--- src/rtl/uart_autobaud_pkg.sv ---
// Shared definitions for the UART auto-baud controller and its RX front end.
package uart_autobaud_pkg;

  localparam int unsigned BAUD_W   = 13;
  localparam int unsigned FRAC_W   = 3;
  localparam int unsigned BAUD_MAX = (1 << BAUD_W) - 1;

  typedef enum logic [2:0] {
    ST_IDLE   = 3'd0,
    ST_ARM    = 3'd1,
    ST_LO     = 3'd2,
    ST_HI     = 3'd3,
    ST_CHECK  = 3'd4,
    ST_LOCKED = 3'd5
  } state_t;

endpackage

--- src/rtl/uart_rx_sync_edge.sv ---
// Two-flop synchronizer for an asynchronous serial input plus registered edge pulses.
// Edge pulses appear 3 clk after the pin changes; level_o is aligned with them.
module uart_rx_sync_edge (
  input  logic clk,
  input  logic reset_n,
  input  logic rx_i,
  output logic level_o,
  output logic rise_o,
  output logic fall_o
);

  logic meta_q, sync_q, dly_q, rise_q, fall_q;

  // Line idles high, so the chain resets high to avoid a spurious edge.
  always_ff @(posedge clk or negedge reset_n) begin
    if (!reset_n) begin
      meta_q <= 1'b1;
      sync_q <= 1'b1;
      dly_q  <= 1'b1;
      rise_q <= 1'b0;
      fall_q <= 1'b0;
    end else begin
      meta_q <= rx_i;
      sync_q <= meta_q;
      dly_q  <= sync_q;
      rise_q <= sync_q & ~dly_q;
      fall_q <= ~sync_q & dly_q;
    end
  end

  assign level_o = dly_q;
  assign rise_o  = rise_q;
  assign fall_o  = fall_q;

endmodule

--- src/rtl/uart_autobaud_ctrl.sv ---
// Auto-baud controller: times the start bit and bit 0 of a 0x55 sync character and
// programs the 16x baud generator. Fractional divider output enabled by UART_AUTOBAUD_FRCTN_EN.
module uart_autobaud_ctrl
  import uart_autobaud_pkg::*;
#(
  parameter int unsigned       CNT_W            = 17,
  parameter logic [BAUD_W-1:0] DEFAULT_BAUD_VAL = 13'd0,
  parameter int unsigned       MIN_CNT          = 32
) (
  input  logic              clk,
  input  logic              reset_n,
  input  logic              autobaud_en,
  input  logic              restart,
  input  logic              rx,
  input  logic              cfg_load,
  input  logic [BAUD_W-1:0] cfg_baud_val,
  input  logic [FRAC_W-1:0] cfg_fraction,
  output logic [BAUD_W-1:0] baud_val,
  output logic [FRAC_W-1:0] baud_val_fraction,
  output logic              baud_upd,
  output logic              locked,
  output logic              err
);

  logic rx_level, rx_rise, rx_fall;

  uart_rx_sync_edge u_sync (
    .clk     (clk),
    .reset_n (reset_n),
    .rx_i    (rx),
    .level_o (rx_level),
    .rise_o  (rx_rise),
    .fall_o  (rx_fall)
  );

  state_t            state_q;
  logic [CNT_W-1:0]  cnt_q, n_lo_q, n_hi_q;
  logic              seen_high_q;
  logic [BAUD_W-1:0] baud_q;
  logic [FRAC_W-1:0] frac_q;
  logic              upd_q, locked_q, err_q;

  logic [CNT_W-1:0]  cnt_inc_d;
  logic [CNT_W-1:0]  diff;
  logic              meas_ok;
  logic [31:0]       coarse_w;
  logic [BAUD_W-1:0] lock_baud_d;
  logic [FRAC_W-1:0] lock_frac_d;
  logic [FRAC_W-1:0] cfg_frac;

  assign cnt_inc_d = cnt_q + CNT_W'(1);
  assign diff      = (n_lo_q >= n_hi_q) ? (n_lo_q - n_hi_q) : (n_hi_q - n_lo_q);
  assign meas_ok   = (n_lo_q >= CNT_W'(MIN_CNT)) && (diff <= (n_lo_q >> 3));

`ifdef UART_AUTOBAUD_FRCTN_EN
  logic [CNT_W-1:0] coarse;
  assign coarse      = (n_lo_q >> 4) - CNT_W'(1);
  assign lock_frac_d = n_lo_q[3:1];
  assign cfg_frac    = cfg_fraction;
`else
  // Extra bit keeps N+8 from wrapping before the divide-by-16.
  logic [CNT_W:0] coarse;
  logic           cfg_fraction_unused;
  assign coarse              = (({1'b0, n_lo_q} + (CNT_W+1)'(8)) >> 4) - (CNT_W+1)'(1);
  assign lock_frac_d         = '0;
  assign cfg_frac            = '0;
  assign cfg_fraction_unused = ^cfg_fraction;
`endif

  assign coarse_w    = 32'(coarse);
  assign lock_baud_d = (coarse_w > 32'(BAUD_MAX)) ? '1 : coarse_w[BAUD_W-1:0];

  always_ff @(posedge clk or negedge reset_n) begin
    if (!reset_n) begin
      state_q     <= ST_IDLE;
      cnt_q       <= '0;
      n_lo_q      <= '0;
      n_hi_q      <= '0;
      seen_high_q <= 1'b0;
      baud_q      <= DEFAULT_BAUD_VAL;
      frac_q      <= '0;
      upd_q       <= 1'b0;
      locked_q    <= 1'b0;
      err_q       <= 1'b0;
    end else begin
      upd_q <= 1'b0;
      err_q <= 1'b0;
      if (cfg_load) begin
        baud_q   <= cfg_baud_val;
        frac_q   <= cfg_frac;
        upd_q    <= 1'b1;
        locked_q <= 1'b1;
        cnt_q    <= '0;
        state_q  <= ST_LOCKED;
      end else if (restart) begin
        locked_q    <= 1'b0;
        cnt_q       <= '0;
        seen_high_q <= 1'b0;
        state_q     <= ST_ARM;
      end else if (!autobaud_en) begin
        cnt_q   <= '0;
        state_q <= ST_IDLE;
      end else begin
        case (state_q)
          ST_IDLE: begin
            if (!locked_q) begin
              seen_high_q <= 1'b0;
              state_q     <= ST_ARM;
            end
          end
          // A falling edge only starts a measurement once the line was seen idle high.
          ST_ARM: begin
            if (rx_fall && seen_high_q) begin
              cnt_q   <= CNT_W'(1);
              state_q <= ST_LO;
            end else if (rx_level) begin
              seen_high_q <= 1'b1;
            end
          end
          ST_LO: begin
            if (rx_rise) begin
              n_lo_q  <= cnt_q;
              cnt_q   <= CNT_W'(1);
              state_q <= ST_HI;
            end else if (&cnt_q) begin
              err_q       <= 1'b1;
              seen_high_q <= 1'b0;
              state_q     <= ST_ARM;
            end else begin
              cnt_q <= cnt_inc_d;
            end
          end
          ST_HI: begin
            if (rx_fall) begin
              n_hi_q  <= cnt_q;
              state_q <= ST_CHECK;
            end else if (&cnt_q) begin
              err_q       <= 1'b1;
              seen_high_q <= 1'b0;
              state_q     <= ST_ARM;
            end else begin
              cnt_q <= cnt_inc_d;
            end
          end
          ST_CHECK: begin
            if (meas_ok) begin
              baud_q   <= lock_baud_d;
              frac_q   <= lock_frac_d;
              upd_q    <= 1'b1;
              locked_q <= 1'b1;
              state_q  <= ST_LOCKED;
            end else begin
              err_q       <= 1'b1;
              seen_high_q <= 1'b0;
              state_q     <= ST_ARM;
            end
          end
          ST_LOCKED: ;
          default: state_q <= ST_IDLE;
        endcase
      end
    end
  end

  assign baud_val          = baud_q;
  assign baud_val_fraction = frac_q;
  assign baud_upd          = upd_q;
  assign locked            = locked_q;
  assign err               = err_q;

endmodule

--- config.mk ---
export PLATFORM = sky130hd
export DESIGN_NAME = uart_autobaud_ctrl
export DESIGN_NICKNAME = d
export VERILOG_FILES = /design/src/rtl/uart_autobaud_pkg.sv /design/src/rtl/uart_rx_sync_edge.sv /design/src/rtl/uart_autobaud_ctrl.sv
export SDC_FILE = /design/constraint.sdc
export NUM_CORES = 1
export LEC_CHECK = 0
export CORE_MARGIN = 2
export CORE_UTILIZATION = 24
export CTS_CLUSTER_SIZE = 14
export DETAILED_ROUTE_END_ITERATION = 7
export SYNTH_ARGS = -nofsm -noshare
export SYNTH_HDL_FRONTEND = slang
export SYNTH_HIERARCHICAL = 1
export SYNTH_SLANG_ARGS = --single-unit
--- constraint.sdc ---
create_clock -name clk -period 7.1 [get_ports clk]
set_input_delay 1.42 -clock clk [delete_from_list [all_inputs] [get_ports clk]]
set_output_delay 1.42 -clock clk [all_outputs]
set_load 0.005 [all_outputs]
==> results of run 1 <==
-- power by group through the flow --
stage,Sequential [mW],Clock (mW),Combinational [mW]
2_1_floorplan,0.467,0,0.102
3_3_place_gp,0.471,0,0.155
3_5_place_dp,0.472,0,0.156
4_1_cts,0.464,0.479,0.157
5_1_grt,0.467,0.498,0.174
6_report,0.464,0.468,0.156
-- metal layers --
metal  vias to the layer above  part of all wire  GRT usage
li1                       2779                 -          -
met1                      2722              0.48      0.171
met2                       133              0.45      0.190
met3                        32             0.046     0.0215
met4                         0             0.025     0.0427
met5                         -                 0          0
-- worst max-delay path: cells and delay by family, from the launching register on --
kind	cells	cell delay, ns
compound gates	8	1.88
simple gates	6	1.64
fa+ha+maj	2	0.83
flops	1	0.58
buf+inv	2	0.49
mux	1	0.39
xor+xnor	1	0.18
-- synthesized netlist by cell type (all sizes together) (11+ instances only) --
cell type,n
mux2,18
nand3,28
a21oi,48
inv,52
nand2,71
buf,26
a21o,12
mux2i,11
xor2,11
o21ai,56
dfrtp,73
ha,51
nor4,11
nor2,44
a211oi,14
xnor2,33
and3,13
nand4,11
nor3,22
clkbuf,18
-- final cells by class --
cell class	count	area [um^2]	area share
repair buffers	38	368	0.0500
multi-input cells	595	4160	0.565
inverters	52	195	0.0265
clock inverters	5	62.6	0.00850
well taps	341	427	0.0580
flip-flops and latches	76	1910	0.259
clock buffers	11	243	0.0330
-- sequential cells by signal, summed over array words and instances (netlist names), 3 cells and up --
signal,count
baud_val,13
state_q,3
n_lo_q,17
cnt_q,17
n_hi_q,17
-- logic make-up (layout without fill, tap and decap cells) --
group / after synthesis / in the layout / share of synthesized area
adder cells (fa/ha/maj): 53 / 53 / 0.104
AO/OA/AOI/OAI: 206 / 206 / 0.213
multiplexers: 29 / 29 / 0.0481
XOR/XNOR: 44 / 44 / 0.0592
flip-flops: 76 / 76 / 0.293
other: 1 / 3 / 0.000576
AND/OR/NAND/NOR: 260 / 260 / 0.212
buffers and inverters: 96 / 106 / 0.0696
-- per-stage QoR --
step                cells  utilization
floorplan             767            -
global placement     1102        0.263
detailed placement   1102        0.263
CTS                  1118        0.275
global route         1118        0.275
finish               1118        0.275
-- worst min path at each step --
stage	start	endpoint	slack (ns)	cells after the start
floorplan	u_sync/meta_q$_DFF_PN1_	u_sync/sync_q$_DFF_PN1_	0.35	0
global placement	u_sync/meta_q$_DFF_PN1_	u_sync/sync_q$_DFF_PN1_	0.36	0
detailed placement	u_sync/meta_q$_DFF_PN1_	u_sync/sync_q$_DFF_PN1_	0.35	0
CTS	u_sync/meta_q$_DFF_PN1_	u_sync/sync_q$_DFF_PN1_	0.36	0
global route	u_sync/meta_q$_DFF_PN1_	u_sync/sync_q$_DFF_PN1_	0.37	0
finish	u_sync/meta_q$_DFF_PN1_	u_sync/sync_q$_DFF_PN1_	0.36	0
==> qor.yml, run 1 <==
run_status:
  status: "completed"
clocking:
  clk_pin_slew_ns: 0.06
  post_cts_buffers: 0
  clkSinkCount: 76
  postCtsHoldBufs: 0
  insertion_delay_ns: 0.35
  cts_resized: 0
  root_buffer: "clkbuf_16"
  cts_tree: "done"
  clk_path_buf_depth: 2
  htree_num_levels: 3
  numCtsBuffers: 9
global_routing:
  grt_usage: 0.122
  grt_pass1_wl_um: 28100
  grt_antenna_before_repair: 0
  grt_pass1_vias: 5338
  overflow: 0
  grt_max_degree: 77
detailed_routing:
  drtIter0Drc: 396
  ant_nets: 0
  viasPerCell: 5.07
  wl_um: 17100
  routedWlPerCell_um: 15.3
  vias: 5666
  dr.pass1.iters: 5
  drcViolationCount: 0
placement:
  io_buffers: 34
  gp_congestion: 0.891
  hpwlAfterDp_um: 13300
  place_area_um2: 7050
  pre_cts_ws_ns: 0.976
floorplanning:
  coreArea_um2: 26800
  floorplan.initialDensity: 0.243
  fp.dieH_um: 169
  io_pins: 41
  dieArea_um2: 28400
  die_width_um: 169
  placementRows: 60
timing:
  setup_tns_ns: 0
  finClkSkew_ns: 0.00897
  setup_slack_ns: 0.951
  period_share: 0.866
  fin_crit_ns: 6.15
  maxSlewHeadroom: 0.368
  rsz0062_at_grt: "false"
  maxSlewViolCount: 0
  max_freq_mhz: 163
  setup_viol: 0
  hold_ws_ns: 0.361
  worstMarginPinSlew_ns: 0.947
  hold_viol: 0
pwr:
  vdd_ir_drop_max_mv: 0.177
  power_switching_share: 0.261
  clock_power_share: 0.430
  finalPower_mw: 1.09
  p_leak_nw: 2.96
  power.switching_uw: 284
  internal-power_uw: 804
  comb_power_share: 0.143
  power_density_nw_per_um2: 148
  seq_power_share: 0.426
logic_synthesis:
  yosys.area.top_type: "dfrtp_1"
  synth.top_cell.area_share: 0.281
  ys_warn_count: 6
  synth_ff_type: "dfrtp_1"
  yosysUniqueCellTypes: 80
  synth-seq-cells: 76
  syn_inst: 765
  async_flop_share: 1.00
  synth_area_leaders: "dfrtp_1 28%, ha_1 9.8%, xnor2_1 4.4%"
  syn_area_um2: 6500
  syn_area_per_cell_um2: 8.50
  ys_seq_area_frac: 0.293
  synth_edf_count: 0
min_path:
  hp-class: "reg2reg"
critical_path:
  rr_worst_depth: 20
  crit_chain: "inv_1, ha_1, and4_1, and3_1, o31ai_1, a21o_1, nand2_2, mux2_2, a221oi_2, xnor2_1, ha_1, a21oi_1, nand2_1, a221oi_1, o21ai_0, a211oi_1, nor4b_4, buf_4, or2_1, o311ai_0"
  regToRegSetupSlack_ns: 0.95
  rr_endpoint: "baud_val[9]$_DFFE_PN0P_"
  crit_top_cell: "ha_1"
  end_kind: "flip-flop"
  path_class: "reg2reg"
  cp.required_ns: 7.28
  crit_fanout: 16
  critPathArrivalTime_ns: 6.33
  startpoint: "n_lo_q[8]$_DFFE_PN0P_"
  slowest_stage: "dfrtp_1"
  r2r-start: "n_lo_q[8]$_DFFE_PN0P_"
  endpoint: "baud_val[9]$_DFFE_PN0P_"
  critPathMaxStageDelay_ns: 0.58
  crit_path_start_kind: "flip-flop"
final_layout:
  n_fill_cell: 2844
  mostFrequentLayoutCells: "73 x dfrtp_1, 70 x nand2_1, 54 x o21ai_0"
  final_common_cell: "dfrtp_1"
  drive_gt1_frac: 0.0952
  layout.nets: 847
  final_area_um2: 7360
  syn_to_final_growth_pct: 13.1
  diodes: 0
run:
  drv_cap: 0
(Power assumes the default switching activity.)
==> inputs of run 2 (changes only) <==
--- a/config.mk
+++ b/config.mk
@@ -6,9 +6,11 @@
 export NUM_CORES = 1
 export LEC_CHECK = 0
 export CORE_MARGIN = 2
-export CORE_UTILIZATION = 24
+export CORE_UTILIZATION = 46
 export CTS_CLUSTER_SIZE = 14
 export DETAILED_ROUTE_END_ITERATION = 7
+export SETUP_SLACK_MARGIN = 0.05
+export SLEW_MARGIN = 20
 export SYNTH_ARGS = -nofsm -noshare
 export SYNTH_HDL_FRONTEND = slang
 export SYNTH_HIERARCHICAL = 1
==> run 2 against run 1 <==
  * Hold slack worse by 0.0017 ns
  * Global-route usage is 12 points higher
  * Clock skew is 0.0023 ns lower
  * Setup slack worse by 0.091 ns
  * Register-to-register slack worse by 0.09 ns
  * Design area is 2.5% lower
  * Critical endpoint unchanged
==> qor.yml, run 2 (same netlist as run 1, synthesis figures left out) <==
placement:
  gp_congestion: 0.929  # was 0.891
  hpwlAfterDp_um: 13500  # was 13300 um
  io_buffers: 34  # unchanged
floorplanning:
  dieArea_um2: 15100  # was 28400 um^2
  io_pins: 41  # unchanged
  floorplan.initialDensity: 0.470  # was 0.243
  placementRows: 43  # was 60
  coreArea_um2: 13800  # was 26800 um^2
  die_width_um: 123  # was 169 um
  fp.dieH_um: 123  # was 169 um
clocking:
  clk_pin_slew_ns: 0.06  # about the same
  clkSinkCount: 76  # unchanged
  cts_tree: "done"  # unchanged
  cts_resized: 0  # unchanged
  post_cts_buffers: 0  # unchanged
  insertion_delay_ns: 0.34  # was 0.35 ns
  root_buffer: "clkbuf_16"  # unchanged
  clk_path_buf_depth: 2  # unchanged
  numCtsBuffers: 9  # unchanged
  htree_num_levels: 3  # unchanged
  postCtsHoldBufs: 0  # unchanged
critical_path:
  r2r-start: "n_lo_q[14]$_DFFE_PN0P_"  # was n_lo_q[8]$_DFFE_PN0P_
  crit_path_start_kind: "flip-flop"  # unchanged
  critPathArrivalTime_ns: 6.42  # was 6.33 ns
  crit_fanout: 16  # unchanged
  cp.required_ns: 7.28  # about the same
  startpoint: "n_lo_q[14]$_DFFE_PN0P_"  # was n_lo_q[8]$_DFFE_PN0P_
  end_kind: "flip-flop"  # unchanged
  path_class: "reg2reg"  # unchanged
final_layout:
  top_regs: "cnt_q: 17 flops, n_hi_q: 17 flops, n_lo_q: 17 flops"  # unchanged
  final_common_cell: "dfrtp_1"  # unchanged
  mostFrequentLayoutCells: "73 x dfrtp_1, 70 x nand2_1, 54 x o21ai_0"  # unchanged
  diodes: 0  # unchanged
  drive_gt1_frac: 0.0952  # unchanged
  syn_to_final_growth_pct: 10.3  # was 13.1%
  layout.nets: 847  # unchanged
  n_fill_cell: 1311  # was 2844
timing:
  period_share: 0.879  # was 0.866
  fin_crit_ns: 6.24  # was 6.15 ns
  max_freq_mhz: 160  # was 163 MHz
  hold_viol: 0  # unchanged
  worstMarginPinSlew_ns: 0.967  # was 0.947 ns
  maxSlewViolCount: 0  # unchanged
  maxSlewHeadroom: 0.355  # was 0.368
  finClkSkew_ns: 0.00664  # was 0.00897 ns
  rsz0062_at_grt: "false"  # unchanged
  setup_viol: 0  # unchanged
  hold_ws_ns: 0.359  # was 0.361 ns
  setup_tns_ns: 0  # unchanged
detailed_routing:
  viasPerCell: 6.04  # was 5.07
  vias: 5779  # was 5666
  routedWlPerCell_um: 18.3  # was 15.3 um
  dr.pass1.iters: 7  # was 5
  wl_um: 17500  # was 17100 um
  drtIter0Drc: 506  # was 396
  drcViolationCount: 0  # unchanged
  ant_nets: 0  # unchanged
global_routing:
  grt_max_degree: 77  # unchanged
  grt_antenna_before_repair: 0  # unchanged
  grt_usage: 0.241  # was 0.122
  grt_pass1_wl_um: 28300  # was 28100 um
  overflow: 0  # unchanged
  grt_pass1_vias: 5486  # was 5338
pwr:
  internal-power_uw: 833  # was 804 uW
  power_density_nw_per_um2: 156  # was 148 nW/um^2
  vdd_ir_drop_max_mv: 0.214  # was 0.177 mV
  seq_power_share: 0.414  # was 0.426
  clock_power_share: 0.446  # was 0.430
  power.switching_uw: 287  # was 284 uW
  comb_power_share: 0.140  # was 0.143
  p_leak_nw: 2.97  # was 2.96 nW
  finalPower_mw: 1.12  # was 1.09 mW
  power_switching_share: 0.257  # was 0.261
min_path:
  hp-class: "reg2reg"  # unchanged
  holdCritStartpoint: "u_sync/meta_q$_DFF_PN1_"  # unchanged
run:
  drv_cap: 0  # unchanged
run_status:
  status: "completed"  # unchanged
run 2: power groups by stage:
stage	logic [mW]	clock network (mW)	registers [mW]
floorplan	0.102	0	0.467
global placement	0.153	0	0.471
finish	0.157	0.499	0.464
global route	0.175	0.532	0.466
CTS	0.157	0.511	0.464
detailed placement	0.156	0	0.472
run 2: routing by layer:
layer	up-vias	GRT usage	share of wire
met5	-	0	0
met4	0	0.0625	0.013
met3	21	0.0424	0.046
met2	167	0.388	0.48
met1	2821	0.336	0.46
li1	2770	-	-
run 2: final timing paths:
check,to,slack [ns],cells past startpoint
setup / recovery,baud_val[9]$_DFFE_PN0P_,0.86,20
hold / removal,u_sync/sync_q$_DFF_PN1_,0.36,0
setup reg to reg,baud_val[9]$_DFFE_PN0P_,0.86,20
hold reg to reg,u_sync/sync_q$_DFF_PN1_,0.36,0
max in group asynchronous,cnt_q[4]$_DFFE_PN0P_,5.24,1
min in group asynchronous,state_q[2]$_DFFE_PN0P_,1.23,1
run 2: final cells by class:
class	instances	area [um^2]	area share
clock buffers	10	229	0.0319
well taps	180	225	0.0314
flip-flops and latches	76	1910	0.266
repair buffers	38	368	0.0513
inverters	52	195	0.0272
clock inverters	6	95.1	0.0132
multi-input cells	595	4160	0.579
run 2: worst max-delay path, stage by stage (launching register included):
cell and delay [ns]:
dfrtp_1 0.57, inv_1 0.18, ha_1 0.52, a21oi_1 0.22, o21ai_0 0.19, o31a_1 0.39
a211oi_4 0.46, nand2_2 0.38, mux2_2 0.39, a221oi_2 0.23, xnor2_1 0.16, ha_1 0.28
a21oi_1 0.14, nand2_1 0.06, a221oi_1 0.25, o21ai_0 0.18, a211oi_1 0.36, nor4b_4 0.26
buf_4 0.25, or2_1 0.41, o311ai_0 0.16
run 2: stage by stage:
step / instances / instance area, um^2 / setup slack [ns] / utilization
6_report: 957 / 7180 / 0.860 / 0.519
5_1_grt: 957 / 7180 / 0.528 / 0.519
4_1_cts: 957 / 7180 / 0.919 / 0.519
3_5_place_dp: 941 / 6850 / 0.940 / 0.496
3_3_place_gp: 941 / 6850 / 0.995 / 0.496
2_1_floorplan: 767 / 6510 / 2.22 / -
